<file path="src/rtl/pc_ctrl_pkg.sv">
// Shared definitions for the fetch-control stage: FSM encodings, fetch
// geometry and the default reset vector.
package pc_ctrl_pkg;

    localparam int unsigned XLEN       = 32;
    localparam int unsigned INST_BYTES = 4;
    localparam int unsigned CNT_W      = 32;

    localparam logic [XLEN-1:0] DEFAULT_RESET_PC = 32'h0000_0000;

    typedef enum logic {
        ST_RUN   = 1'b0,
        ST_REDIR = 1'b1
    } pc_state_t;

    // Force a fetch target onto a word boundary.
    function automatic logic [XLEN-1:0] word_align(input logic [XLEN-1:0] addr);
        return {addr[XLEN-1:2], 2'b00};
    endfunction

endpackage

</file>
<file path="src/rtl/pc_ctrl_stats.sv">
// Saturating event counters for branch, taken-redirect and fetch-stall cycles.
// Instantiated by pc_ctrl only when PC_CTRL_STATS_EN is defined.
module pc_ctrl_stats
    import pc_ctrl_pkg::*;
(
    input  logic             clk,
    input  logic             rst,
    input  logic             hold_en,
    input  logic             jump_en,
    input  logic             if_valid,
    output logic [CNT_W-1:0] branch_cnt,
    output logic [CNT_W-1:0] taken_cnt,
    output logic [CNT_W-1:0] fetch_stall_cnt
);

    localparam logic [CNT_W-1:0] CNT_MAX = '1;
    localparam logic [CNT_W-1:0] CNT_ONE = CNT_W'(1);

    always_ff @(posedge clk or posedge rst) begin
        if (rst) begin
            branch_cnt <= '0;
        end else if (hold_en && (branch_cnt != CNT_MAX)) begin
            branch_cnt <= branch_cnt + CNT_ONE;
        end
    end

    always_ff @(posedge clk or posedge rst) begin
        if (rst) begin
            taken_cnt <= '0;
        end else if (jump_en && (taken_cnt != CNT_MAX)) begin
            taken_cnt <= taken_cnt + CNT_ONE;
        end
    end

    // rst is low in this branch, so only the if_valid term matters.
    always_ff @(posedge clk or posedge rst) begin
        if (rst) begin
            fetch_stall_cnt <= '0;
        end else if (!if_valid && (fetch_stall_cnt != CNT_MAX)) begin
            fetch_stall_cnt <= fetch_stall_cnt + CNT_ONE;
        end
    end

endmodule

</file>
<file path="src/rtl/pc_ctrl.sv">
// Fetch control: program counter, imem handshake, redirect handling and
// pipeline flush strobes. Optional statistics under PC_CTRL_STATS_EN.
module pc_ctrl
    import pc_ctrl_pkg::*;
#(
    parameter logic [XLEN-1:0] RESET_PC = DEFAULT_RESET_PC
) (
    input  logic            clk,
    input  logic            rst,
    input  logic            jump_en,
    input  logic [XLEN-1:0] jump_addr,
    input  logic            hold_en,
    input  logic            imem_ready,
    output logic [XLEN-1:0] pc,
    output logic            if_valid,
    output logic            flush_if_id,
    output logic            flush_id_ex
`ifdef PC_CTRL_STATS_EN
    ,
    output logic [CNT_W-1:0] branch_cnt,
    output logic [CNT_W-1:0] taken_cnt,
    output logic [CNT_W-1:0] fetch_stall_cnt
`endif
);

    pc_state_t       state;
    pc_state_t       state_n;
    logic [XLEN-1:0] pc_n;
    logic [XLEN-1:0] redirect_addr;
    logic [XLEN-1:0] redirect_addr_n;
    logic [XLEN-1:0] target;

    assign target = word_align(jump_addr);

    always_ff @(posedge clk or posedge rst) begin
        if (rst) begin
            state         <= ST_RUN;
            pc            <= RESET_PC;
            redirect_addr <= '0;
        end else begin
            state         <= state_n;
            pc            <= pc_n;
            redirect_addr <= redirect_addr_n;
        end
    end

    // An outstanding imem request cannot be cancelled, so a redirect seen
    // while imem is busy is parked in redirect_addr until the word returns.
    always_comb begin
        state_n         = state;
        pc_n            = pc;
        redirect_addr_n = redirect_addr;
        if_valid        = 1'b0;
        flush_if_id     = 1'b0;
        flush_id_ex     = 1'b0;

        unique case (state)
            ST_RUN: begin
                if (jump_en) begin
                    flush_if_id = 1'b1;
                    flush_id_ex = 1'b1;
                    if (imem_ready) begin
                        pc_n = target;
                    end else begin
                        redirect_addr_n = target;
                        state_n         = ST_REDIR;
                    end
                end else if (imem_ready) begin
                    if_valid = 1'b1;
                    pc_n     = pc + XLEN'(INST_BYTES);
                end
            end
            ST_REDIR: begin
                if (jump_en) begin
                    flush_if_id     = 1'b1;
                    flush_id_ex     = 1'b1;
                    redirect_addr_n = target;
                end
                if (imem_ready) begin
                    pc_n    = jump_en ? target : redirect_addr;
                    state_n = ST_RUN;
                end
            end
            default: begin
                state_n = ST_RUN;
            end
        endcase

        if (rst) begin
            if_valid    = 1'b0;
            flush_if_id = 1'b0;
            flush_id_ex = 1'b0;
        end
    end

`ifdef PC_CTRL_STATS_EN
    pc_ctrl_stats u_stats (
        .clk             (clk),
        .rst             (rst),
        .hold_en         (hold_en),
        .jump_en         (jump_en),
        .if_valid        (if_valid),
        .branch_cnt      (branch_cnt),
        .taken_cnt       (taken_cnt),
        .fetch_stall_cnt (fetch_stall_cnt)
    );
`endif

endmodule

</file>
<file path="config.mk">
export PLATFORM = sky130hd
export DESIGN_NAME = pc_ctrl
export DESIGN_NICKNAME = d
export VERILOG_FILES = /design/src/rtl/pc_ctrl_pkg.sv /design/src/rtl/pc_ctrl_stats.sv /design/src/rtl/pc_ctrl.sv
export SDC_FILE = /design/constraint.sdc
export NUM_CORES = 1
export LEC_CHECK = 0
export CAP_MARGIN = 20
export CELL_PAD_IN_SITES_DETAIL_PLACEMENT = 1
export CELL_PAD_IN_SITES_GLOBAL_PLACEMENT = 2
export CORE_ASPECT_RATIO = 0.7
export CORE_MARGIN = 1
export CORE_UTILIZATION = 35
export DETAILED_ROUTE_END_ITERATION = 7
export DONT_BUFFER_PORTS = 1
export GPL_ROUTABILITY_DRIVEN = 0
export GPL_TIMING_DRIVEN = 0
export HOLD_SLACK_MARGIN = 0.1
export PLACE_DENSITY_LB_ADDON = 0.3
export SYNTH_ARGS = -nofsm -noshare
export SYNTH_HDL_FRONTEND = slang
export SYNTH_SLANG_ARGS = --single-unit
</file>
<file path="constraint.sdc">
create_clock -name clk -period 1.83 [get_ports clk]
set_input_delay 0.0915 -clock clk [delete_from_list [all_inputs] [get_ports clk]]
set_output_delay 0.0915 -clock clk [all_outputs]
set_load 0.01 [all_outputs]
</file>
==> flow_summary.json, run 1 <==
{
  "startpoint_type": "register",
  "path_clk_slew_ns": 0.05,
  "place_ws_ns": -0.467,
  "vias": 3269,
  "ys_ff_latch": 65,
  "area_growth_pct": 29.9,
  "dieWidth_um": 123,
  "whs_endpoint": "pc[12]$_DFFE_PP0P_",
  "r2r_slack_ns": -0.02,
  "mostFrequentLayoutCells": "dfrtp_1 (48), nand2_1 (38), mux2_2 (32), dlygate4sd3_1 (32), o21ai_0 (21)",
  "cts.htree.levels": 3,
  "setup-violations-final": 1,
  "clock_path_buffers": 2,
  "yosys_warnings": 0,
  "synth_nets": 403,
  "core_mm2": 0.00980,
  "post-route-drc-count": 0,
  "reg2reg_from": "pc[13]$_DFFE_PP0P_",
  "grt_usage_pct": 25.9,
  "synth_edf_count": 0,
  "final_common_cell": "dfrtp_1",
  "syn_avg_cell_area_um2": 9.79,
  "grt_overflow": 0,
  "cp_num_cells": 7,
  "antenna_found_initial": 0,
  "synth_area_mm2": 0.00357,
  "timing.final.hold_violations": 0,
  "grt_max_degree": 66,
  "worst_pin_slew_ns": 0.844,
  "crit_chain": "nand4_4 > buf_6 > nor4_4 > buf_4 > and2_4 > a221o_1 > a22o_1",
  "cts_root_buffer": "clkbuf_16",
  "crit_path_end_kind": "register",
  "fmax_mhz": 541,
  "cts_made_buffers": 9,
  "violations": "negative setup slack",
  "layout_setup_ws_ns": -0.0174,
  "crit_required_ns": 2.04,
  "hold_path.class": "in2reg",
  "grt_pass1_vias": 3388,
  "synth-main-ff-cell": "dfrtp_1",
  "via_per_inst": 5.94,
  "grt_pass1_wl_mm": 20.0,
  "drt-wirelength-per-cell_um": 23.3,
  "port_buffers": 0,
  "crit_slowest_cell": "dfrtp_2",
  "period_minus_slack_ns": 1.85,
  "utilization_pct": 47.4,
  "wirelength_mm": 12.8,
  "initial_core_util_pct": 36.5,
  "powerDensity_mw_per_mm2": 932,
  "drt-initial-drc-count": 181,
  "status": "complete, but fails checks",
  "crit_family": "compound AO/OA/AOI/OAI gates",
  "worst_slew_margin_rel_pct": 43.8,
  "ys_seq_area_share_pct": 45.5,
  "arrival_ns": 2.06,
  "crit_fanout": 5,
  "die_h_um": 86.6,
  "cp_slowest_stage_delay_ns": 0.47,
  "insertedDiodeCount": 0,
  "nNetsFinal": 455,
  "worst_clock_skew_ns": 0.00417,
  "min_delay_path_depth": 3,
  "dieArea_mm2": 0.0106,
  "drt_pre_antenna_iters": 5,
  "path_buf_inv": 2,
  "ant_nets": 0,
  "holdCritStartpoint": "jump_addr[12]",
  "cap_viol_max_count": 0,
  "p_leak_nw": 1.89,
  "synth_cell_types": 52,
  "rows": 30,
  "netlist_instances": 365,
  "rsz0062_at_grt": "yes",
  "async_flop_share_pct": 100,
  "hpwl_mm": 8.77,
  "cts_tree": "done",
  "worstSetupPathType": "reg2reg",
  "insertion_delay_ns": 0.33,
  "r2r_cells": 7,
  "drive_above_1_share_pct": 28.2,
  "irDropWorstVdd_v": 0.000485,
  "slew_viol_final": 0,
  "cts.sink_count": 65,
  "pin_count": 72,
  "min_period_over_period_pct": 101,
  "fillers": 1081,
  "r2r-end": "pc[20]$_DFFE_PP0P_"
}
==> per-layer routing <==
| layer | vias to the layer above | GRT usage (%) | routed length [um] |
|---|---|---|---|
| met5 | - | 0 | 0 |
| met4 | 0 | 6.87 | 123 |
| met3 | 10 | 7.30 | 810 |
| met2 | 95 | 39.8 | 5810 |
| met1 | 1685 | 35.7 | 6050 |
| li1 | 1479 | - | - |
==> synthesized netlist by cell type, types with 3 or more instances <==
cell type / number / area [um^2]
a221oi_1: 3 / 26.3
nor2_1: 17 / 63.8
clkbuf_1: 23 / 86.3
a31oi_1: 5 / 31.3
nand4_1: 11 / 68.8
nand2_1: 40 / 150
o2bb2ai_1: 3 / 26.3
nand3b_1: 4 / 30.0
a21oi_1: 17 / 85.1
inv_1: 6 / 22.5
o211ai_1: 5 / 37.5
nor3_1: 7 / 35.0
a21o_1: 4 / 30.0
dfrtp_1: 65 / 1630
or3_1: 6 / 37.5
mux2i_1: 3 / 30.0
nor2b_1: 3 / 18.8
and3_1: 9 / 56.3
and2_1: 5 / 31.3
o31ai_1: 5 / 37.5
mux2_2: 32 / 360
nor4_1: 3 / 18.8
a22oi_1: 9 / 67.6
o21ai_0: 25 / 125
nand3_1: 8 / 40.0
a22o_1: 15 / 131
==> metrics by stage <==
stage / instances / cell area [um^2] / setup TNS, ns / hold WS, ns / total power, mW
final: 550 / 4640 / -0.0174 / 0.103 / 4.33
after global routing: 550 / 4640 / -0.648 / 0.100 / 4.55
after CTS: 545 / 4520 / -0.0153 / 0.100 / 4.33
after detailed placement: 493 / 3740 / -16.25 / 0.205 / 2.59
after global placement: 493 / 3730 / -68.75 / 0.238 / 2.56
after floorplan: 365 / 3570 / 0 / 0.234 / 2.35
==> what timing repair did <==
action,4_1_cts,5_1_grt
gates resized for setup,50,27
hold buffers,32,0
gates cloned,0,0
endpoints found under the setup margin,62,53
pin swaps,7,10
endpoints found under the hold margin,120,0
setup buffers,6,6
==> worst reg2reg max path: cells and delay by family, from the launching register on <==
kind / cells / cell delay, ns
buffers and inverters: 2 / 0.31
DFF: 1 / 0.47
AOI/OAI and AO/OA: 2 / 0.58
and+or+nand+nor: 3 / 0.37
==> worst max-delay path by stage <==
| stage | start | endpoint |
|---|---|---|
| detailed placement | state$_DFF_PP0_ | pc[14]$_DFFE_PP0P_ |
| floorplan | pc[2]$_DFFE_PP0P_ | pc[26]$_DFFE_PP0P_ |
| global placement | rst | redirect_addr[31]$_DFFE_PP0P_ |
| CTS | pc[4]$_DFFE_PP0P_ | pc[17]$_DFFE_PP0P_ |
| finish | pc[13]$_DFFE_PP0P_ | pc[20]$_DFFE_PP0P_ |
| global route | pc[2]$_DFFE_PP0P_ | pc[14]$_DFFE_PP0P_ |
==> flip-flops by register name (all words and copies together) (netlist names) <==
register and count:
pc 32, redirect_addr 32, state 1
==> cell families after synthesis <==
family	share of synthesized area [%]
DFF	45.5
AOI/OAI and AO/OA	20.2
and+or+nand+nor	19.2
muxes	10.9
xor gates and xnor gates	0.245
adders and majority gates	0.350
buffers and inverters	3.61
==> cell type report <==
| class | count | area (um^2) | area share, % |
|---|---|---|---|
| well taps | 128 | 160 | 3.45 |
| multi-input cells | 267 | 1980 | 42.7 |
| repair buffers | 43 | 414 | 8.92 |
| inverters | 6 | 25.0 | 0.539 |
| flip-flops and latches | 65 | 1650 | 35.5 |
| clock buffers | 13 | 260 | 5.60 |
| plain buffers | 25 | 136 | 2.94 |
| clock inverters | 3 | 15.0 | 0.323 |
==> power breakdown <==
group	leakage, nW	switching (mW)	internal, mW
clock	0.139	0.614	0.984
sequential	0.767	0.322	1.65
combinational	0.986	0.398	0.354
(Power assumes the default switching activity.)
==> run 2: changes to the inputs <==
--- a/config.mk
+++ b/config.mk
@@ -10,7 +10,7 @@
 export CELL_PAD_IN_SITES_GLOBAL_PLACEMENT = 2
 export CORE_ASPECT_RATIO = 0.7
 export CORE_MARGIN = 1
-export CORE_UTILIZATION = 35
+export CORE_UTILIZATION = 39
 export DETAILED_ROUTE_END_ITERATION = 7
 export DONT_BUFFER_PORTS = 1
 export GPL_ROUTABILITY_DRIVEN = 0
==> constraint.sdc (replaced) <==
create_clock -name clk -period 1.8 [get_ports clk]
set_input_delay 0.09 -clock clk [delete_from_list [all_inputs] [get_ports clk]]
set_output_delay 0.09 -clock clk [all_outputs]
set_load 0.01 [all_outputs]
==> run 2 against run 1 <==
Compared with the run above: the run still ends with negative setup slack left; worst hold slack improved by 0.018 ns; die area fell by 10%; cell area rose by 3.4%; register-to-register slack got worse by 0.09 ns; largest power group unchanged; highest routed layer unchanged.
==> flow_summary.json, run 2 (synthesis results as in run 1) <==
{
  "timing.final.hold_violations": 0,
  "insertedDiodeCount": 0,
  "ant_nets": 0,
  "holdWs_ns": 0.120,
  "irDropWorstVdd_v": 0.000568,
  "fmax_mhz": 523,
  "crit_fanout": 7,
  "cp_num_cells": 7,
  "utilization_pct": 55.5,
  "drt-wirelength-per-cell_um": 24.5,
  "grt_pass1_vias": 3430,
  "r2r-end": "pc[30]$_DFFE_PP0P_",
  "crit_family": "simple AND/OR/NAND/NOR gates",
  "seqPwrFrac_pct": 42.4,
  "cts_root_buffer": "clkbuf_16",
  "worstSetupPathType": "reg2reg",
  "nNetsFinal": 461,
  "top_regs": "pc (32), redirect_addr (32), state (1)",
  "die_h_um": 82.1,
  "hpwl_mm": 8.34,
  "violations": "negative setup slack",
  "arrival_ns": 2.16,
  "cp_slowest_stage_delay_ns": 0.48,
  "powerDensity_mw_per_mm2": 993,
  "initial_core_util_pct": 41.3,
  "vias": 3429,
  "path_buf_inv": 2,
  "grt_overflow": 0,
  "final_area_mm2": 0.00480,
  "layout_setup_ws_ns": -0.111,
  "cap_viol_max_count": 0,
  "rsz0062_at_grt": "yes",
  "cts_made_buffers": 9,
  "clkPwrFrac_pct": 40.5,
  "crit_path_end_kind": "register",
  "period_minus_slack_ns": 1.91,
  "via_per_inst": 6.26,
  "crit_required_ns": 2.05,
  "rows": 28,
  "drt-initial-drc-count": 318,
  "r2r_slack_ns": -0.11,
  "grt_usage_pct": 29.3,
  "r2r_cells": 7,
  "min_period_over_period_pct": 106,
  "startpoint_type": "register",
  "grt_max_degree": 66,
  "place_inst": 485,
  "path_clk_slew_ns": 0.05,
  "drive_above_1_share_pct": 31.5,
  "clock_path_buffers": 2,
  "port_buffers": 0,
  "setup-violations-final": 9,
  "reg2reg_from": "pc[5]$_DFFE_PP0P_",
  "sw_frac_of_total_pct": 29.5,
  "core_mm2": 0.00865,
  "cts.htree.levels": 3,
  "status": "complete, but fails checks",
  "wirelength_mm": 13.4,
  "crit_start": "pc[5]$_DFFE_PP0P_",
  "dieArea_mm2": 0.00956,
  "crit_chain": "nand4_4 > buf_6 > nor4_4 > buf_4 > nand4_1 > o31a_1 > o22ai_1",
  "p_leak_nw": 1.97,
  "grt_pass1_wl_mm": 19.9,
  "placed_area_mm2": 0.00373,
  "dieWidth_um": 116,
  "cp-endpoint": "pc[30]$_DFFE_PP0P_",
  "switchingPower_mw": 1.41,
  "fin_cells": 548,
  "worst_clock_skew_ns": 0.00843,
  "slew_viol_final": 0,
  "hold_path.class": "in2reg",
  "antenna_found_initial": 0,
  "worst_slew_margin_rel_pct": 43.4,
  "mostFrequentLayoutCells": "dfrtp_1 (48), nand2_1 (37), mux2_2 (32)",
  "pin_count": 72,
  "pwr-share-comb_pct": 17.1,
  "drt_pre_antenna_iters": 5,
  "fillers": 975,
  "power.internal_mw": 3.36,
  "holdCritStartpoint": "jump_addr[21]",
  "cts_tree": "done",
  "insertion_delay_ns": 0.34,
  "worst_pin_slew_ns": 0.850,
  "cts.sink_count": 65,
  "post-route-drc-count": 0,
  "area_growth_pct": 34.3,
  "crit_slowest_cell": "dfrtp_2",
  "final_common_cell": "dfrtp_1"
}
-- run 2: cell count changes in the layout (fill, tap and decap cells not counted), sizes merged --
| cell | previous run | this run |
|---|---|---|
| clkinv | 3 | 0 |
| dlygate4sd3 | 32 | 31 |
| buf | 15 | 23 |
| bufinv | 0 | 2 |
-- run 2: power by group through the flow --
| stage | registers (mW) | logic (mW) | clock network, mW |
|---|---|---|---|
| after detailed placement | 2.00 | 0.636 | 0 |
| after global placement | 1.98 | 0.613 | 0 |
| final | 2.02 | 0.816 | 1.93 |
| after CTS | 2.00 | 0.759 | 1.96 |
| after floorplan | 1.91 | 0.480 | 0 |
| after global routing | 2.05 | 0.887 | 2.00 |
-- run 2: worst min-delay path by stage --
stage | to | slack (ns) | cells past startpoint
4_1_cts | pc[21]$_DFFE_PP0P_ | 0.11 | 4
2_1_floorplan | if_valid | 0.23 | 1
3_5_place_dp | redirect_addr[8]$_DFFE_PP0P_ | 0.20 | 1
5_1_grt | pc[19]$_DFFE_PP0P_ | 0.15 | 3
6_report | pc[21]$_DFFE_PP0P_ | 0.12 | 4
3_3_place_gp | if_valid | 0.24 | 1
-- run 2: metal layers --
layer	up-vias	global-route usage [%]	wire length (um)
met4	0	9.23	242
met3	29	8.32	1210
met1	1753	39.0	5690
met2	156	46.4	6270
met5	-	0	0
li1	1491	-	-
-- run 2: repair_timing --
item                                    CTS  global route
endpoints found under the setup margin   61            41
buffers inserted                          8            10
resized for setup                        58            38
hold buffers                             31             0
pin swaps                                11            19
gates cloned                              0             0
hold endpoints to repair                120             0
-- run 2: cell type report --
type / count / area (um^2) / area share [%]
buffer: 25 / 145 / 3.02
clock buffer: 14 / 264 / 5.50
clock inverter: 2 / 60.1 / 1.25
inverter: 6 / 25.0 / 0.521
multi-input combinational: 267 / 2040 / 42.5
sequential: 65 / 1650 / 34.3
tap: 120 / 150 / 3.13
timing repair buffer: 49 / 469 / 9.78
-- run 2: through the flow --
stage          TNS (ns)  total power, mW  setup slack [ns]
4_1_cts          -0.157             4.72           -0.0329
2_1_floorplan         0             2.39            0.0180
6_report         -0.340             4.77            -0.111
5_1_grt           -1.44             4.94            -0.162
3_3_place_gp     -66.25             2.60            -0.791
3_5_place_dp     -17.95             2.63            -0.522
-- run 2: tightest hold or removal path: stages --
cell,delay [ns]
nand2_1,0.04
a21oi_1,0.08
a21oi_1,0.14
nand2_1,0.06
